**src/rtl/systolic_pkg.sv**
```systemverilog
// Shared types and defaults for the systolic array output drain.
// Used by systolic_drain (optional accumulation via SYSTOLIC_DRAIN_ACC_EN).
package systolic_pkg;

    localparam int unsigned DEF_ARRAY_M      = 16;
    localparam int unsigned DEF_PE_OUT_WIDTH = 20;
    localparam int unsigned DEF_ACC_WIDTH    = 32;

    // Widest lane the sign-extend helper can produce.
    localparam int unsigned SEXT_MAX_W = 64;
    localparam int unsigned SEXT_IDX_W = $clog2(SEXT_MAX_W);

    typedef struct packed {
        logic valid;
        logic first;
        logic last;
    } drain_tag_t;

    // Replicates bit from_w-1 of x into all higher bits; from_w must be 1..SEXT_MAX_W-1.
    function automatic logic [SEXT_MAX_W-1:0] sign_extend(input logic [SEXT_MAX_W-1:0] x,
                                                           input int unsigned from_w);
        logic [SEXT_IDX_W-1:0] msb;
        logic [SEXT_MAX_W-1:0] mask;
        msb  = SEXT_IDX_W'(from_w - 1);
        mask = {SEXT_MAX_W{1'b1}} << from_w;
        return x[msb] ? (x | mask) : (x & ~mask);
    endfunction

endpackage

```
**src/rtl/systolic_drain_fifo.sv**
```systemverilog
// Synchronous result-vector FIFO; a push while full is accepted only alongside a pop.
// Reads as zero when empty so the head output is clean after reset.
module systolic_drain_fifo #(
    parameter int unsigned DEPTH = 4,
    parameter int unsigned WIDTH = 32
) (
    input  logic             clk,
    input  logic             reset_n,
    input  logic             push,
    input  logic [WIDTH-1:0] wdata,
    input  logic             pop,
    output logic [WIDTH-1:0] rdata,
    output logic             full,
    output logic             empty
);

    localparam int unsigned AddrW = $clog2(DEPTH);

    logic [AddrW:0]   wr_q, rd_q;
    logic [WIDTH-1:0] mem_q [DEPTH];
    logic             wr_en, rd_en;

    assign empty = (wr_q == rd_q);
    assign full  = (wr_q[AddrW] != rd_q[AddrW]) && (wr_q[AddrW-1:0] == rd_q[AddrW-1:0]);
    assign rd_en = pop && !empty;
    assign wr_en = push && (!full || rd_en);
    assign rdata = empty ? '0 : mem_q[rd_q[AddrW-1:0]];

    always_ff @(posedge clk) begin
        if (!reset_n) begin
            wr_q <= '0;
            rd_q <= '0;
        end else begin
            if (wr_en) wr_q <= wr_q + 1'b1;
            if (rd_en) rd_q <= rd_q + 1'b1;
        end
    end

    always_ff @(posedge clk) begin
        if (wr_en) mem_q[wr_q[AddrW-1:0]] <= wdata;
    end

endmodule

```
**src/rtl/systolic_drain.sv**
```systemverilog
// Deskews skewed systolic array rows into aligned vectors and queues them for the consumer.
// Define SYSTOLIC_DRAIN_ACC_EN to accumulate vectors across K-tiles (acc_first/acc_last).
module systolic_drain
    import systolic_pkg::*;
#(
    parameter int unsigned ARRAY_M      = DEF_ARRAY_M,
    parameter int unsigned PE_OUT_WIDTH = DEF_PE_OUT_WIDTH,
    parameter int unsigned ACC_WIDTH    = DEF_ACC_WIDTH,
    parameter int unsigned FIFO_DEPTH   = 4
) (
    input  logic                            clk,
    input  logic                            reset_n,
    input  logic [ARRAY_M*PE_OUT_WIDTH-1:0] systolic_out,
    input  logic                            row0_valid,
    input  logic                            acc_first,
    input  logic                            acc_last,
    output logic [ARRAY_M*ACC_WIDTH-1:0]    out_data,
    output logic                            out_valid,
    input  logic                            out_ready,
    output logic                            overflow,
    output logic                            busy
);

    localparam int unsigned Stages = ARRAY_M - 1;
    localparam int unsigned VecW   = ARRAY_M * ACC_WIDTH;

    drain_tag_t              tag_in, tag_al;
    drain_tag_t              tag_q [Stages];
    logic [PE_OUT_WIDTH-1:0] lane_al [ARRAY_M];
    logic [VecW-1:0]         ext_vec, push_data;
    logic                    push, pop, fifo_full, fifo_empty, drop;
    logic                    pipe_busy, overflow_q;

    assign tag_in = '{valid: row0_valid, first: acc_first, last: acc_last};

    always_ff @(posedge clk) begin
        if (!reset_n) begin
            for (int i = 0; i < Stages; i++) tag_q[i] <= '0;
        end else begin
            tag_q[0] <= tag_in;
            for (int i = 1; i < Stages; i++) tag_q[i] <= tag_q[i-1];
        end
    end

    assign tag_al = tag_q[Stages-1];

    // Row m lags row 0 by m cycles, so it needs ARRAY_M-1-m stages to line up with the tag.
    for (genvar m = 0; m < ARRAY_M; m++) begin : g_row
        localparam int unsigned Depth = ARRAY_M - 1 - m;
        logic [PE_OUT_WIDTH-1:0] row_in;
        assign row_in = systolic_out[m*PE_OUT_WIDTH +: PE_OUT_WIDTH];
        if (Depth == 0) begin : g_thru
            assign lane_al[m] = row_in;
        end else begin : g_dly
            logic [PE_OUT_WIDTH-1:0] pipe_q [Depth];
            always_ff @(posedge clk) begin
                if (!reset_n) begin
                    for (int i = 0; i < Depth; i++) pipe_q[i] <= '0;
                end else begin
                    pipe_q[0] <= row_in;
                    for (int i = 1; i < Depth; i++) pipe_q[i] <= pipe_q[i-1];
                end
            end
            assign lane_al[m] = pipe_q[Depth-1];
        end
    end

    always_comb begin
        ext_vec = '0;
        for (int m = 0; m < ARRAY_M; m++) begin
            ext_vec[m*ACC_WIDTH +: ACC_WIDTH] =
                ACC_WIDTH'(sign_extend(SEXT_MAX_W'(lane_al[m]), PE_OUT_WIDTH));
        end
    end

`ifdef SYSTOLIC_DRAIN_ACC_EN
    logic [VecW-1:0] acc_q, acc_d;

    always_comb begin
        acc_d = '0;
        for (int m = 0; m < ARRAY_M; m++) begin
            acc_d[m*ACC_WIDTH +: ACC_WIDTH] = tag_al.first ?
                ext_vec[m*ACC_WIDTH +: ACC_WIDTH] :
                acc_q[m*ACC_WIDTH +: ACC_WIDTH] + ext_vec[m*ACC_WIDTH +: ACC_WIDTH];
        end
    end

    always_ff @(posedge clk) begin
        if (!reset_n) begin
            acc_q <= '0;
        end else if (tag_al.valid) begin
            acc_q <= acc_d;
        end
    end

    assign push      = tag_al.valid && tag_al.last;
    assign push_data = acc_d;
`else
    logic unused_flags;
    assign unused_flags = tag_al.first ^ tag_al.last;
    assign push         = tag_al.valid;
    assign push_data    = ext_vec;
`endif

    assign pop  = !fifo_empty && out_ready;
    assign drop = push && fifo_full && !pop;

    systolic_drain_fifo #(
        .DEPTH(FIFO_DEPTH),
        .WIDTH(VecW)
    ) u_fifo (
        .clk    (clk),
        .reset_n(reset_n),
        .push   (push),
        .wdata  (push_data),
        .pop    (pop),
        .rdata  (out_data),
        .full   (fifo_full),
        .empty  (fifo_empty)
    );

    always_ff @(posedge clk) begin
        if (!reset_n) begin
            overflow_q <= 1'b0;
        end else if (drop) begin
            overflow_q <= 1'b1;
        end
    end

    always_comb begin
        pipe_busy = 1'b0;
        for (int i = 0; i < Stages; i++) pipe_busy = pipe_busy | tag_q[i].valid;
    end

    assign out_valid = !fifo_empty;
    assign overflow  = overflow_q;
    assign busy      = pipe_busy || !fifo_empty;

endmodule

```
**config.mk**
```make
export PLATFORM = sky130hd
export DESIGN_NAME = systolic_drain
export DESIGN_NICKNAME = d
export VERILOG_FILES = /design/src/rtl/systolic_pkg.sv /design/src/rtl/systolic_drain_fifo.sv /design/src/rtl/systolic_drain.sv
export SDC_FILE = /design/constraint.sdc
export NUM_CORES = 2
export LEC_CHECK = 0
export CORE_MARGIN = 8
export CORE_UTILIZATION = 50
export CTS_BUF_LIST = sky130_fd_sc_hd__clkbuf_8
export DETAILED_ROUTE_END_ITERATION = 16
export GPL_TIMING_DRIVEN = 0
export PLACE_DENSITY = 0.7
export SLEW_MARGIN = 20
export SYNTH_ARGS = -nofsm -noshare
export SYNTH_HDL_FRONTEND = slang
export SYNTH_MEMORY_MAX_BITS = 65536
export SYNTH_SLANG_ARGS = --single-unit
export TNS_END_PERCENT = 5
```
**constraint.sdc**
```tcl
create_clock -name clk -period 11.6 [get_ports clk]
set_clock_uncertainty 0.15 [all_clocks]
set_input_delay 2.32 -clock clk [delete_from_list [all_inputs] [get_ports clk]]
set_output_delay 2.32 -clock clk [all_outputs]
set_load 0.02 [all_outputs]
```
# Word level (Yosys, flattened, before mapping)
# Memory sizes are Yosys's and may differ from the RTL's. A register that Yosys moved wholly into a read port is not among the register bits.
# Index checks and enable logic that the tools add are counted.
dict set report word_totals {
  register_bits 7
  latchBits 0
  mem_bits_rw 4493
  romBits 0
  input_bits 326
  word_cells 344
  mem_count 17
}
# name words word_bits rd rd_clocked_by_memory_dff write_ports line
set memory_table {}
lappend memory_table {u_fifo.mem_q 4 512 1 1 1 systolic_drain_fifo.sv:20} ;# logic [WIDTH-1:0] mem_q [DEPTH];
lappend memory_table {{g_row[0].g_dly.pipe_q} 15 20 15 0 15 systolic_drain.sv:55} ;# logic [PE_OUT_WIDTH-1:0] pipe_q [Depth];
lappend memory_table {{g_row[1].g_dly.pipe_q} 14 20 14 0 14 systolic_drain.sv:55}
lappend memory_table {{g_row[2].g_dly.pipe_q} 13 20 13 0 13 systolic_drain.sv:55}
lappend memory_table {{g_row[3].g_dly.pipe_q} 12 20 12 0 12 systolic_drain.sv:55}
lappend memory_table {{g_row[4].g_dly.pipe_q} 11 20 11 0 11 systolic_drain.sv:55}
lappend memory_table {{+11 memories} n/a n/a n/a n/a n/a n/a}
dict set report classes {
  addsub 2
  n_mul 0
  n_div 0
  order_cmp 0
  n_eq_ne 3
  n_shift 0
  n_mux 159
  n_bitwise 148
  n_reduce_logical 12
}
# op n
set ops {}
lappend ops {{$mux W20} 120}
lappend ops {{$mux W32} 16}
lappend ops {{$mux W512} 1}
lappend ops {{$or A1 B1 Y1} 148}
lappend ops {{$mux W3} 15}
lappend ops {{$reduce_or A20 Y1} 1}
lappend ops {{$add A3 B1 Y3 const B} 2}
lappend ops {{$logic_and A1 B1 Y1} 6}
lappend ops {{$mux W1} 5}
lappend ops {{$mux W2} 2}
lappend ops {{$eq A3 B3 Y1} 1}
lappend ops {{$logic_not A1 Y1} 3}
lappend ops {{$eq A2 B2 Y1} 1}
lappend ops {{$logic_or A1 B1 Y1} 2}
lappend ops {{$ne A1 B1 Y1} 1}

# Logic depth before layout (Yosys ltp)
dict set report depth {
  word_depth 15
  depth_mapped 7
  ltp_nobuf 4
}

# Hierarchy
# From an unflattened synthesis, not the netlist that was laid out.
dict set report hier_totals {
  cells_unflattened 8404
  area_unflattened_um2 142526.7
}
# module n_inst cells_each area_each_um2
set modules_own_cells {}
lappend modules_own_cells {systolic_drain_fifo 1 3295 77464.3}
lappend modules_own_cells {systolic_drain 1 5109 65062.4}

# Worst setup path after synthesis
# No wires, ideal clock.
dict set report synth_path {
  path_kind {in2reg}
  from {input out_ready}
  to {memory u_fifo.mem_q[3][0] in the netlist's numbering, enable pin}
  t_arrival_ns 9.894
  slack_ns 0.832
  cell_stages 2
  cell_sequence {o41a_1 -> and2_1}
}
dict set report synth_between {
  elab_chain_cells 6
}
# element line
set synth_lines {}
lappend synth_lines {{start, declared} systolic_drain.sv:19} ;# input logic out_ready,
lappend synth_lines {{$logic_and A1 B1 Y1} systolic_drain.sv:105} ;# assign pop = !fifo_empty && out_ready;
lappend synth_lines {{$logic_and A1 B1 Y1} systolic_drain_fifo.sv:25} ;# assign rd_en = pop && !empty;
lappend synth_lines {{$logic_or A1 B1 Y1} systolic_drain_fifo.sv:26} ;# assign wr_en = push && (!full || rd_en);
lappend synth_lines {{$logic_and A1 B1 Y1} systolic_drain_fifo.sv:26}
lappend synth_lines {{$mux W1} systolic_drain_fifo.sv:40} ;# if (wr_en) mem_q[wr_q[AddrW-1:0]] <= wdata;
lappend synth_lines {{$mux W1 (implied by the code)} systolic_drain_fifo.sv:40}
lappend synth_lines {{end, declared} systolic_drain_fifo.sv:20}
# No other way between the ends.

==> Implementation_results.wiki <==
{| class="wikitable"
! Metric !! Value
|-
| Outcome || completed
|-
| Violation count after the first detailed-routing iteration || 3,062
|-
| Pre-Repair DR Iteration Count || 5
|-
| WS Path Type || flop to output pin
|-
| Maximum VDD drop || roughly 120 uV
|-
| HPWL after detailed placement || 160,000 um
|-
| Area taken by multi-input logic gates || 24,600 um2
|-
| Vias in the first global route || 58,800
|-
| Final critical delay including setup and external delays || 6.97 ns
|-
| Root Driver || sky130_fd_sc_hd__clkbuf_8
|-
| Worst Hold Margin || around 0.19 ns
|-
| Total leakage power || 53.3 nW
|-
| Post-synthesis instance total || 7,373
|-
| Most common library cell in the layout ignoring fill and taps || sky130_fd_sc_hd__and2_1
|-
| Detail Route Antenna Nets || 0
|-
| Initial antenna violation count || 59
|-
| Data required time at the worst endpoint || around 9.1 ns
|-
| CP Launch Type || flop
|-
| Total DRC errors in the routed layout || 0
|-
| Layout cells sized above 1 || 0.156
|-
| Global-route wire length before repair || 346,000 um
|-
| Clock latency at the later pin of the worst-skew pair || about 1.1 ns
|-
| Maximum number of pins on one net before global-route repair || 44
|-
| Power per standard cell area || roughly 180 nW/um2
|-
| I/O pin count || 841
|-
| Layout area overhead || 21.5%
|-
| CP endpoint kind || output pin
|-
| Mapped cell area || 115,000 um2
|-
| Syn nets || 7,704
|-
| Count of filler cells inserted in the layout || 17,000
|-
| Number of sinks on the clock net || 3,704
|-
| Fraction of the yosys area taken by sequential cells || 0.759
|-
| Area of the die || 245,000 um2
|-
| Number of placed instances with taps included || between 10,000 and 15,000
|-
| CTS clock-pin slew for the worst setup and hold paths || 0.06 ns
|-
| Final setup slack of the worst path || 4.63 ns
|-
| Slew @ Worst Pin || approximately 0.94 ns
|-
| Last weighted congestion value of the routability-driven placer || 0.780
|-
| CTS tree || yes
|-
| Post-detailed-placement cell area || 128,000 um2
|-
| Routed via count divided by cell count || 4.60
|-
| Number of synthesized register bits || 3,704
|-
| Number of rows in the core area || 175
|-
| Post-layout net count || 9,159
|-
| Path type of the worst min-delay path || flop to flop
|-
| Global route total overflow || 0
|-
| Worst-path fanout max || 13
|-
| Avg Cell Area, Syn || between 15 and 20 um2
|-
| Setup Slack @ Placement || 5.46 ns
|-
| Number of buffers created by CTS || 580
|-
| Die H || 495 um
|-
| Unrepaired setup endpoints after global routing || no
|-
| Final Instance Count excl. Fillers || 12,300
|-
| Reg area || 87,000 um2
|-
| Final max-slew violation count || 0
|-
| Number of port buffers || 837
|-
| Maximum clock frequency || 0.143 GHz
|-
| Area of the core region || ~230,000 um2
|-
| Detail-routed net length per standard cell || 18.8 um
|-
| Final worst-path cycle share || 0.601
|-
| Routed WL || approximately 230,000 um
|-
| Sum of negative setup slack || 0 ns
|-
| Effective utilization at floorplan || 0.503
|-
| Commonest cells after routing, fill and taps aside || sky130_fd_sc_hd__and2_1 (2,738), sky130_fd_sc_hd__dfxtp_1 (2,424), sky130_fd_sc_hd__edfxtp_1 (1,280)
|-
| Vias after detailed routing || 56,700
|-
| Post-cts resize count || 0
|-
| Number of synthesis warnings || 0
|-
| Number of different library cells in the post-synthesis netlist || 29
|-
| Setup Fix Bufs, Post-CTS || 0
|-
| Maximum Capacitance Violations || 0
|-
| Number of buffers inserted by hold repair at cts || 0
|-
| Tightest slew margin relative to the limit || 0.371
|-
| Horizontal die dimension || 495 um
|-
| Maximum number of buffers from clock root to sink || 4
|-
| Area of all placed cells without fillers || 139,000 um2
|-
| Hold violation count in the final report || 0
|-
| Endpoint arrival time on the critical path || around 4.5 ns
|-
| CTS H-Tree Depth || 6
|-
| Total Routing Usage GR || 0.186
|-
| Final Setup Violations || 0
|}
logic make-up after synthesis:
| family | Yosys count | synth area share |
|---|---|---|
| fa+ha+maj | 5 | 0.000546 |
| mux | 320 | 0.0629 |
| buf+inv | 573 | 0.0261 |
| xor+xnor | 6 | 0.000459 |
| flops | 3704 | 0.759 |
| simple gates | 2757 | 0.151 |
| compound gates | 8 | 0.000459 |
final cells by class:
| type | count | area share |
|---|---|---|
| Sequential cell | 3704 | 0.625 |
| Multi-Input combinational cell | 3096 | 0.177 |
| Clock buffer | 704 | 0.0696 |
| Timing Repair Buffer | 873 | 0.0668 |
| Tap cell | 3009 | 0.0270 |
| Buffer | 570 | 0.0215 |
| Clock inverter | 331 | 0.0131 |
| Antenna cell | 27 | 0.000485 |
| Inverter | 3 | 0.0000809 |
stage by stage:
| step | utilization | total power, mW |
|---|---|---|
| final | 0.611 | 24.5 |
| after global routing | 0.611 | 25.4 |
| after CTS | 0.611 | 24.8 |
| after detailed placement | 0.561 | 14.2 |
| after global placement | 0.556 | 14.2 |
| after floorplan | - | 14.0 |
where the power goes:
group	switching [mW]	internal, mW	leakage, nW
clock network	4.76	5.78	6.64
logic	0.195	0.191	15.3
registers	0.0404	13.5	31.3
total	4.99	19.5	53.3
final timing paths:
| check | startpoint | to | slack, ns | cells after the start |
|---|---|---|---|---|
| setup reg to reg | u_fifo.wr_q[0]$_SDFFE_PN0P_ | u_fifo.mem_q[1][12]$_DFFE_PP_ | 8.17 | 7 |
| hold reg to reg | g_row[1].g_dly.pipe_q[1][77]$_SDFF_PN0_ | g_row[1].g_dly.pipe_q[1][97]$_SDFF_PN0_ | 0.19 | 1 |
| setup / recovery | flop | out_data[277] | 4.63 | 7 |
| hold / removal | g_row[1].g_dly.pipe_q[1][77]$_SDFF_PN0_ | g_row[1].g_dly.pipe_q[1][97]$_SDFF_PN0_ | 0.19 | 1 |
layer usage:
metal	GRT usage	up-vias	share of wire
met5	0	-	0.00011
met2	0.308	1592	0.48
li1	-	27400	-
met3	0.0494	420	0.067
met4	0.0756	4	0.034
met1	0.233	27300	0.42
flip-flops by register name, indices dropped and copies added (netlist names), named ones only:
register and cells:
g_row.g_dly.pipe_q 2400, u_fifo.wr_q 3, overflow 1, u_fifo.mem_q 1280, tag_q 15, u_fifo.rd_q 3
worst max-delay path, cell delays in order, from the launching register on:
cell	delay (ns)
sky130_fd_sc_hd__dfxtp_1	0.30
sky130_fd_sc_hd__buf_2	0.28
sky130_fd_sc_hd__buf_2	0.53
sky130_fd_sc_hd__clkbuf_1	0.64
sky130_fd_sc_hd__mux4_2	0.32
sky130_fd_sc_hd__and2_1	0.58
sky130_fd_sc_hd__buf_4	0.22
sky130_fd_sc_hd__clkdlybuf4s50_1	0.61
Yosys cell counts:
| master | count | area share |
|---|---|---|
| sky130_fd_sc_hd__and2_1 | 2742 | 0.15 |
| sky130_fd_sc_hd__dfxtp_1 | 2424 | 0.42 |
| sky130_fd_sc_hd__edfxtp_1 | 1280 | 0.34 |
| sky130_fd_sc_hd__mux4_2 | 320 | 0.063 |
| sky130_fd_sc_hd__clkbuf_1 | 291 | 0.0095 |
| sky130_fd_sc_hd__buf_4 | 192 | 0.013 |
| sky130_fd_sc_hd__buf_2 | 47 | 0.0021 |
| sky130_fd_sc_hd__clkbuf_2 | 27 | 0.0012 |
| sky130_fd_sc_hd__buf_1 | 10 | 0.00033 |
| sky130_fd_sc_hd__ha_1 | 5 | 0.00055 |
| sky130_fd_sc_hd__nor4_1 | 4 | 0.00022 |
| sky130_fd_sc_hd__buf_6 | 3 | 0.00029 |
| sky130_fd_sc_hd__inv_1 | 3 | 0.000098 |
| sky130_fd_sc_hd__nand2_1 | 3 | 0.000098 |
| sky130_fd_sc_hd__xnor2_1 | 3 | 0.00023 |
| sky130_fd_sc_hd__xor2_1 | 3 | 0.00023 |
| sky130_fd_sc_hd__nand3_1 | 2 | 0.000087 |
| sky130_fd_sc_hd__nand4b_1 | 2 | 0.00015 |
| sky130_fd_sc_hd__o21ai_0 | 2 | 0.000087 |
| sky130_fd_sc_hd__a21oi_1 | 1 | 0.000044 |
| sky130_fd_sc_hd__a31oi_1 | 1 | 0.000055 |
| sky130_fd_sc_hd__nor2b_1 | 1 | 0.000055 |
| sky130_fd_sc_hd__nor3b_1 | 1 | 0.000066 |
| sky130_fd_sc_hd__o21a_1 | 1 | 0.000066 |
| sky130_fd_sc_hd__o21ai_1 | 1 | 0.000044 |
| sky130_fd_sc_hd__o31ai_1 | 1 | 0.000066 |
| sky130_fd_sc_hd__o41a_1 | 1 | 0.000098 |
| sky130_fd_sc_hd__or3_1 | 1 | 0.000055 |
| sky130_fd_sc_hd__or4_1 | 1 | 0.000066 |
No activity file was read; power rests on OpenSTA's default activity.
